[config.mk]
export PLATFORM = sky130hd
export DESIGN_NAME = cpu_trace_buf
export DESIGN_NICKNAME = d
export VERILOG_FILES = /design/src/rtl/cpu_trace_buf.sv
export SDC_FILE = /design/constraint.sdc
export NUM_CORES = 1
export LEC_CHECK = 0
export ABC_CLOCK_PERIOD_IN_PS = 7650
export CAP_MARGIN = 20
export CORE_UTILIZATION = 64
export DETAILED_ROUTE_END_ITERATION = 8
export PLACE_DENSITY_LB_ADDON = 0.25
export REMOVE_ABC_BUFFERS = 1
export SYNTH_ARGS = -nofsm -noshare
export SYNTH_HDL_FRONTEND = slang
export SYNTH_SLANG_ARGS = --single-unit
[constraint.sdc]
create_clock -name clk -period 7.65 [get_ports clk]
set_clock_uncertainty 0.15 [all_clocks]
set_input_delay 1.9125 -clock clk [delete_from_list [all_inputs] [get_ports clk]]
set_output_delay 1.9125 -clock clk [all_outputs]
set_load 0.005 [all_outputs]
[src/rtl/cpu_trace_buf.sv]
// cpu_trace_buf: circular PC/probe trace capture for the MIPS core.
// Freezes on a trigger after a programmable post-trigger sample count.
module cpu_trace_buf #(
    parameter int PC_W   = 8,
    parameter int DATA_W = 16,
    parameter int DEPTH  = 16,
    parameter int AW     = $clog2(DEPTH)
) (
    input  logic                   clk,
    input  logic                   r_st,
    input  logic                   arm,
    input  logic                   abort,
    input  logic                   trig_mode,
    input  logic                   trig,
    input  logic [PC_W-1:0]        trig_pc,
    input  logic [AW:0]            post_cnt,
    input  logic                   smp_valid,
    input  logic [PC_W-1:0]        smp_pc,
    input  logic [DATA_W-1:0]      smp_data,
    input  logic [AW-1:0]          rd_idx,
    output logic [PC_W+DATA_W-1:0] rd_data,
    output logic [AW:0]            fill,
    output logic [AW-1:0]          trig_pos,
    output logic                   busy,
    output logic                   triggered,
    output logic                   done
);

    localparam int SW = PC_W + DATA_W;

    localparam logic [1:0] S_IDLE = 2'd0;
    localparam logic [1:0] S_PRE  = 2'd1;
    localparam logic [1:0] S_POST = 2'd2;
    localparam logic [1:0] S_DONE = 2'd3;

    localparam logic [AW:0]   FULL    = (AW+1)'(DEPTH);
    localparam logic [AW-1:0] MAX_POST = AW'(DEPTH - 1);

    logic [SW-1:0] mem [DEPTH];

    logic [1:0]      state;
    logic [1:0]      state_nxt;
    logic [AW-1:0]   wr_ptr;
    logic [AW-1:0]   trig_addr;
    logic [AW-1:0]   remaining;
    logic            mode_q;
    logic [PC_W-1:0] tpc_q;
    logic [AW-1:0]   post_q;

    logic            capturing;
    logic            wr_en;
    logic            hit;
    logic            start;
    logic            last_post;
    logic            to_done;
    logic [AW-1:0]   post_clamp;
    logic [AW-1:0]   wr_ptr_nxt;
    logic [AW:0]     fill_nxt;
    logic [AW-1:0]   oldest;
    logic [AW-1:0]   oldest_nxt;
    logic [AW-1:0]   taddr_nxt;
    logic [AW-1:0]   rd_addr;
    logic            rd_hit;

    assign capturing = ((state == S_PRE) || (state == S_POST)) && !abort;
    assign wr_en     = capturing && smp_valid;
    assign hit       = wr_en && (state == S_PRE) &&
                       (mode_q ? (smp_pc == tpc_q) : trig);
    assign start     = ((state == S_IDLE) || (state == S_DONE)) &&
                       arm && !abort;
    assign last_post = wr_en && (state == S_POST) &&
                       (remaining == AW'(1));
    assign to_done   = (hit && (post_q == '0)) || last_post;

    assign post_clamp = (post_cnt >= FULL) ? MAX_POST : post_cnt[AW-1:0];

    // Next-write view, so trig_pos reflects the buffer after the final write
    assign wr_ptr_nxt = wr_ptr + AW'(1);
    assign fill_nxt   = (fill == FULL) ? fill : fill + (AW+1)'(1);
    assign oldest_nxt = (fill_nxt < FULL) ? '0 : wr_ptr_nxt;
    assign taddr_nxt  = hit ? wr_ptr : trig_addr;

    assign oldest  = (fill < FULL) ? '0 : wr_ptr;
    assign rd_addr = oldest + rd_idx;
    assign rd_hit  = {1'b0, rd_idx} < fill;

    always_comb begin
        state_nxt = state;
        unique case (state)
            S_IDLE, S_DONE: begin
                if (start) state_nxt = S_PRE;
            end
            S_PRE: begin
                if (abort)
                    state_nxt = S_IDLE;
                else if (hit)
                    state_nxt = (post_q == '0) ? S_DONE : S_POST;
            end
            S_POST: begin
                if (abort)
                    state_nxt = S_IDLE;
                else if (last_post)
                    state_nxt = S_DONE;
            end
        endcase
    end

    // Storage is not reset; fill gating hides stale entries
    always_ff @(posedge clk) begin
        if (wr_en) mem[wr_ptr] <= {smp_pc, smp_data};
    end

    always_ff @(posedge clk or posedge r_st) begin
        if (r_st) begin
            state     <= S_IDLE;
            wr_ptr    <= '0;
            fill      <= '0;
            trig_addr <= '0;
            trig_pos  <= '0;
            remaining <= '0;
            mode_q    <= 1'b0;
            tpc_q     <= '0;
            post_q    <= '0;
            rd_data   <= '0;
            busy      <= 1'b0;
            triggered <= 1'b0;
            done      <= 1'b0;
        end else begin
            state <= state_nxt;
            busy  <= (state_nxt == S_PRE) || (state_nxt == S_POST);
            done  <= (state_nxt == S_DONE);

            rd_data <= rd_hit ? mem[rd_addr] : '0;

            if (start) begin
                wr_ptr    <= '0;
                fill      <= '0;
                triggered <= 1'b0;
                mode_q    <= trig_mode;
                tpc_q     <= trig_pc;
                post_q    <= post_clamp;
            end else if (wr_en) begin
                wr_ptr <= wr_ptr_nxt;
                fill   <= fill_nxt;
            end

            if (hit) begin
                triggered <= 1'b1;
                trig_addr <= wr_ptr;
                remaining <= post_q;
            end else if (wr_en && (state == S_POST)) begin
                remaining <= remaining - AW'(1);
            end

            if (to_done) trig_pos <= taddr_nxt - oldest_nxt;
        end
    end

endmodule

# Yosys cells after proc, flatten, opt, wreduce, memory -nomap -nowiden
# Memory sizes are Yosys's and may differ from the RTL's.
# Cells that the tools add are included.
[totals]
register_bits = 63
latch_bits = 0
ram_bits = 384
romBits = 0
inputBits = 48
output_inout_bits = 36
elab_cells = 76
n_memories = 1
[memory_table]
columns = ["name", "words", "width", "read_ports", "rd_ports_with_merged_regs", "write_ports", "line", "source"]
rows = [
  ["mem", 16, 24, 1, 0, 1, "39", "logic [SW-1:0] mem [DEPTH];"],
]
[classes]
n_addsub = 5
multipliers = 0
div_mod_pow = 0
n_lt_le_gt_ge = 4
n_eq_ne = 9
shift = 0
mux = 24
bitwise = 0
n_reduce_logical = 20
[op_table]
columns = ["op", "count"]
rows = [
  ["two-way mux 4 bit", 8],
  ["two-way mux 24 bit", 1],
  ["two-way mux 5 bit", 3],
  ["< comparator 5 bit (second input constant)", 2],
  ["two-way mux 2 bit", 5],
  ["logical AND 1 bit", 9],
  ["equality test 2 bit (second input constant)", 4],
  ["equality test 8 bit", 1],
  ["two-way mux 1 bit", 6],
  ["case mux 2 bit (3 select lines)", 1],
  ["nonzero test 2 bit", 3],
  ["adder 5 x 1 -> 5 bit (second input constant)", 1],
  ["equality test 5 bit (second input constant)", 1],
  ["greater-or-equal comparator 5 bit (second input constant)", 1],
  ["< comparator 4 x 5 -> 1 bit", 1],
  ["adder 4 x 1 -> 4 bit (second input constant)", 1],
  ["adder 4 bit", 1],
  ["equality test 2 x 1 -> 1 bit (second input constant)", 2],
  ["equality test 4 x 1 -> 1 bit (second input constant)", 1],
  ["logical NOT 4 bit", 1],
  ["logical OR 1 bit", 4],
  ["subtractor 4 x 1 -> 4 bit (second input constant)", 1],
  ["subtractor 4 bit", 1],
  ["logical NOT 2 bit", 1],
  ["other kinds (2)", 2],
]

# Longest topological paths before layout
[logic_depth]
word_depth = 11
ltp_mapped = 16
mapped_depth_nobuf = 14

# Worst setup path before layout
# No wires, ideal clock.
[synth_timing]
path_kind = "in2reg"
start = "in smp_pc[5]"
end = "reg trig_pos[3]"
setup_time_ps = 125
arrival_time_ps = 4450
required_ps = 7375
slack_ps = 2925
stages = 13
path_buffers = 2
cell_sequence = "xor2_1 -> nor4_1 -> nand2_1 -> a21o_1 -> buf_2 -> clkbuf_1 -> o21ai_0 -> ha_1 -> a21o_1 -> a21oi_1 -> xnor2_1 -> xnor2_1 -> mux2_2"
[synth_via]
elab_chain_len = 5
word_cells_on_any_way = 7
cone_classes = "add/sub (1); eq/ne (1); mux (2); reduce/logical (3)"
[synth_lines]
columns = ["element", "line", "source"]
rows = [
  ["start: declaration", "18", "input logic [PC_W-1:0] smp_pc,"],
  ["equality test 8 bit", "68", "(mode_q ? (smp_pc == tpc_q) : trig);"],
  ["two-way mux 1 bit", "68", ""],
  ["logical AND 1 bit", "67", "assign hit = wr_en && (state == S_PRE) &&"],
  ["two-way mux 4 bit", "--", ""],
  ["named net taddr_nxt[1]", "61", "logic [AW-1:0] taddr_nxt;"],
  ["subtractor 4 bit", "155", "if (to_done) trig_pos <= taddr_nxt - oldest_nxt;"],
  ["end signal: assignment", "155", ""],
  ["end: declaration", "23", "output logic [AW-1:0] trig_pos,"],
]
# The timed path passes the listed nets, and every way through them passes these cells.
# A chain may end at the register's enable or synchronous reset.

# Worst setup path after layout
[layout_timing]
start = "in smp_pc[4]"
end = "reg trig_pos[3]"
# The elaborated chain is that of the path after synthesis.

==> out/results.tsv <==
metric	value	unit
number of sinks on the clock net	447	
Die W	168	um
share of layout cells above drive strength 1	0.188	
core outline area	27000	um2
ANT nets after route	0	
peak ir drop on the vdd network	0.227	mV
leading cell type in the layout, fill and taps excluded	edfxtp_1	
mapped cell area	17600	um2
Final Setup Violations	0	
WL per Instance	26.3	um
total of flip-flops plus latches after synthesis	447	
Max transition margin	0.260	
routed wire length	36500	um
die outline height	168	um
element type at the critical path end	flop	
Warnings, synthesis	0	
Gates resized, CTS repair	0	
per-cell via count in the routed design	6.46	
crit path time final	5230	ps
count of buffers added by post-CTS timing repair for setup	0	
remaining design rule violation count	0	
highest fanout seen on the critical path	17	
vias in the first global route	9280	
ordered list of cells on the worst path	clkdlybuf4s50_1, xor2_1, nor4_1, nand2_1, a21o_1, o21ai_0, ha_1, a21o_1, a21oi_1, xnor2_1, xnor2_1, mux2_2	
standard cell with the maximum stage delay on the critical path	clkdlybuf4s50_1	
initial cell density of the core	0.653	
Lkg Pwr	6.99	nW
final worst setup slack	2420	ps
setup TNS	0	ps
via count	8955	
wire length of the first global-routing pass	55400	um
total power draw	5.70	mW
number of antenna violations at the first check in global routing	0	
number of standard cells after synthesis	901	
clock latency of the later-clocked register in the worst-skew pair	530	ps
dpl ws	1900	ps
count of standard-cell rows	60	
clock buffer depth	3	
fraction of synthesis flops using an asynchronous set or reset pin	0.141	
sequential area share after synthesis	0.743	
XOR/XNOR Fraction of Synth Area	0.0119	
post-synthesis average cell area	19.6	um2
dominant combinational cell family by area after synthesis	multiplexers	
Post-Place Cell Area	19000	um2
outcome	finished clean	
GPL Wtd Cong	0.791	
Max H-tree Level	2	
highest cell delay on the worst timing path	840	ps
area share of fa/ha/maj cells after synthesis	0.0165	
simple-gate share of the synthesized area	0.0377	
synthesis-to-layout area growth	15.4	%
RSZ-0062 raised after global routing	no	
commonest cells after routing, fill and taps aside	edfxtp_1 (384), mux4_2 (96), clkdlybuf4s50_1 (83), dfrtp_1 (63), nand2_1 (51)	
number of antenna repair diodes	0	
number of hold-repair buffers added at the cts stage	0	
largest net degree at the start of global routing	73	
Root Buffer Master	clkbuf_16	
final global-route overflow total	0	
final critical-path share of the clock period	0.683	
worst hold-check path type	flop to flop	
Inserted Clock Buffers	45	
total routing usage reported by global routing	0.270	
count of pins on the block boundary	84	
number of standard cells in the final layout excluding fillers	1386	
clock-pin slew of the registers on the worst-case setup and hold paths	60	ps
count of buffers from port buffering	83	
DP Wirelength	19300	um
TritonCTS clock tree	done	
die area	28200	um2
number of DRC violations after detailed-routing iteration 0	1002	
max-capacitance violation count	0	
data required time at the worst endpoint	7920	ps
post-route cell area	20300	um2
final net count	1083	
number of fill cells	1499	
Cell Pwr Density	280	nW/um2
most frequently used flop master after synthesis	edfxtp_1	
measured slew at the worst slew-check pin	1110	ps
number of distinct standard cells referenced by the synthesized netlist	41	
Setup CP Type	primary input to flop	
multiplexer area fraction after synthesis	0.142	
Largest delay share family, worst path	compound AO/OA/AOI/OAI gates	
synthesized-area fraction occupied by ao, oa, aoi and oai cells	0.0341	
buffer and inverter count on the worst path	1	
placed insts	1307	
first drt pass iteration count	5	
Post-synth EDFFs	384	
category of the worst setup path launch point	primary input	
timing-limited maximum frequency	191	MHz
critical path data arrival time	5490	ps
final hold violations	0	
Max Transition Viols Final	0	
## state kept, by name, summed over array words and instances (netlist names), 2 cells and up
signal and count:
mem 384, trig_pos 4, post_q 4, wr_ptr 4, state 2, trig_addr 4, fill 5, remaining 4
rd_data 24, tpc_q 8
## worst register-to-register path, stage by stage (launching register included)
cell and delay, ps:
dfrtp_1 540, and2_1 230, ha_4 140, inv_1 50, fa_4 1490, buf_4 470, mux4_2 330, nor2b_1 140
a211oi_1 260, a211oi_1 80
## cell usage after synthesis, types with 2 or more instances
master | instances | area, um2
nand3_1 | 5 | 25.0
inv_1 | 19 | 71.3
xor2_1 | 14 | 123
nor3_1 | 2 | 10.0
nor2_1 | 21 | 78.8
o21ai_0 | 12 | 60.1
fa_1 | 2 | 40.0
a32o_1 | 2 | 20.0
nor4_1 | 3 | 18.8
mux2_2 | 3 | 33.8
buf_2 | 18 | 90.1
xnor2_1 | 10 | 87.6
and2_1 | 19 | 119
mux4_2 | 96 | 2160
ha_1 | 20 | 250
and3_1 | 2 | 12.5
dfrtp_1 | 63 | 1580
clkbuf_1 | 23 | 86.3
mux2i_1 | 26 | 260
a21oi_1 | 9 | 45.0
a21o_1 | 6 | 45.0
a211oi_1 | 48 | 360
edfxtp_1 | 384 | 11500
nor2b_1 | 24 | 150
nand2_1 | 51 | 191
mux2_1 | 4 | 45.0
## where the power goes
| part | internal (mW) | leakage (nW) | total (mW) | switching (mW) |
|---|---|---|---|---|
| clock network | 1.22 | 0.689 | 2.08 | 0.866 |
| registers | 2.78 | 4.26 | 2.87 | 0.0872 |
| logic | 0.362 | 2.03 | 0.746 | 0.385 |
## path summary, 6_finish.rpt
kind	slack, ps	endpoint	from	cells after the start
max	2420	trig_pos[3]$_DFFE_PP0P_	smp_pc[4]	12
min	340	trig_pos[1]$_DFFE_PP0P_	trig_pos[1]$_DFFE_PP0P_	1
max reg2reg	3600	rd_data[13]$_DFF_PP0_	fill[4]$_DFFE_PP0P_	9
min reg2reg	340	trig_pos[1]$_DFFE_PP0P_	trig_pos[1]$_DFFE_PP0P_	1
max in group asynchronous	4870	rd_data[10]$_DFF_PP0_	r_st	3
min in group asynchronous	1860	rd_data[1]$_DFF_PP0_	r_st	3
## logic make-up after synthesis
| logic type | Yosys count |
|---|---|
| flip-flops | 447 |
| AND/OR/NAND/NOR | 133 |
| multiplexers | 129 |
| AO/OA/AOI/OAI | 84 |
| buffers and inverters | 62 |
| XOR/XNOR | 24 |
| adder cells (fa/ha/maj) | 22 |
## stage by stage
stage / util / hold WS, ps
floorplan: - / 300
global placement: 0.701 / 309
detailed placement: 0.701 / 323
CTS: 0.753 / 344
global route: 0.753 / 361
finish: 0.753 / 338
## final cells by class
class	count	area [um2]	share of cell area
well taps	341	427	0.0210
repair buffers	108	1030	0.0507
flip-flops and latches	447	13100	0.644
multi-input cells	392	4320	0.212
clock buffers	57	1210	0.0595
clock inverters	22	184	0.00904
inverters	19	71.3	0.00350
## routing by layer
layer | vias to the layer above | track usage | wire length [um]
li1 | 3813 | - | -
met2 | 484 | 0.434 | 17600
met4 | 0 | 0.0886 | 991
met5 | - | 0 | 0
met3 | 83 | 0.0480 | 3430
met1 | 4575 | 0.383 | 14400
No activity file was read; power rests on OpenSTA's default activity.
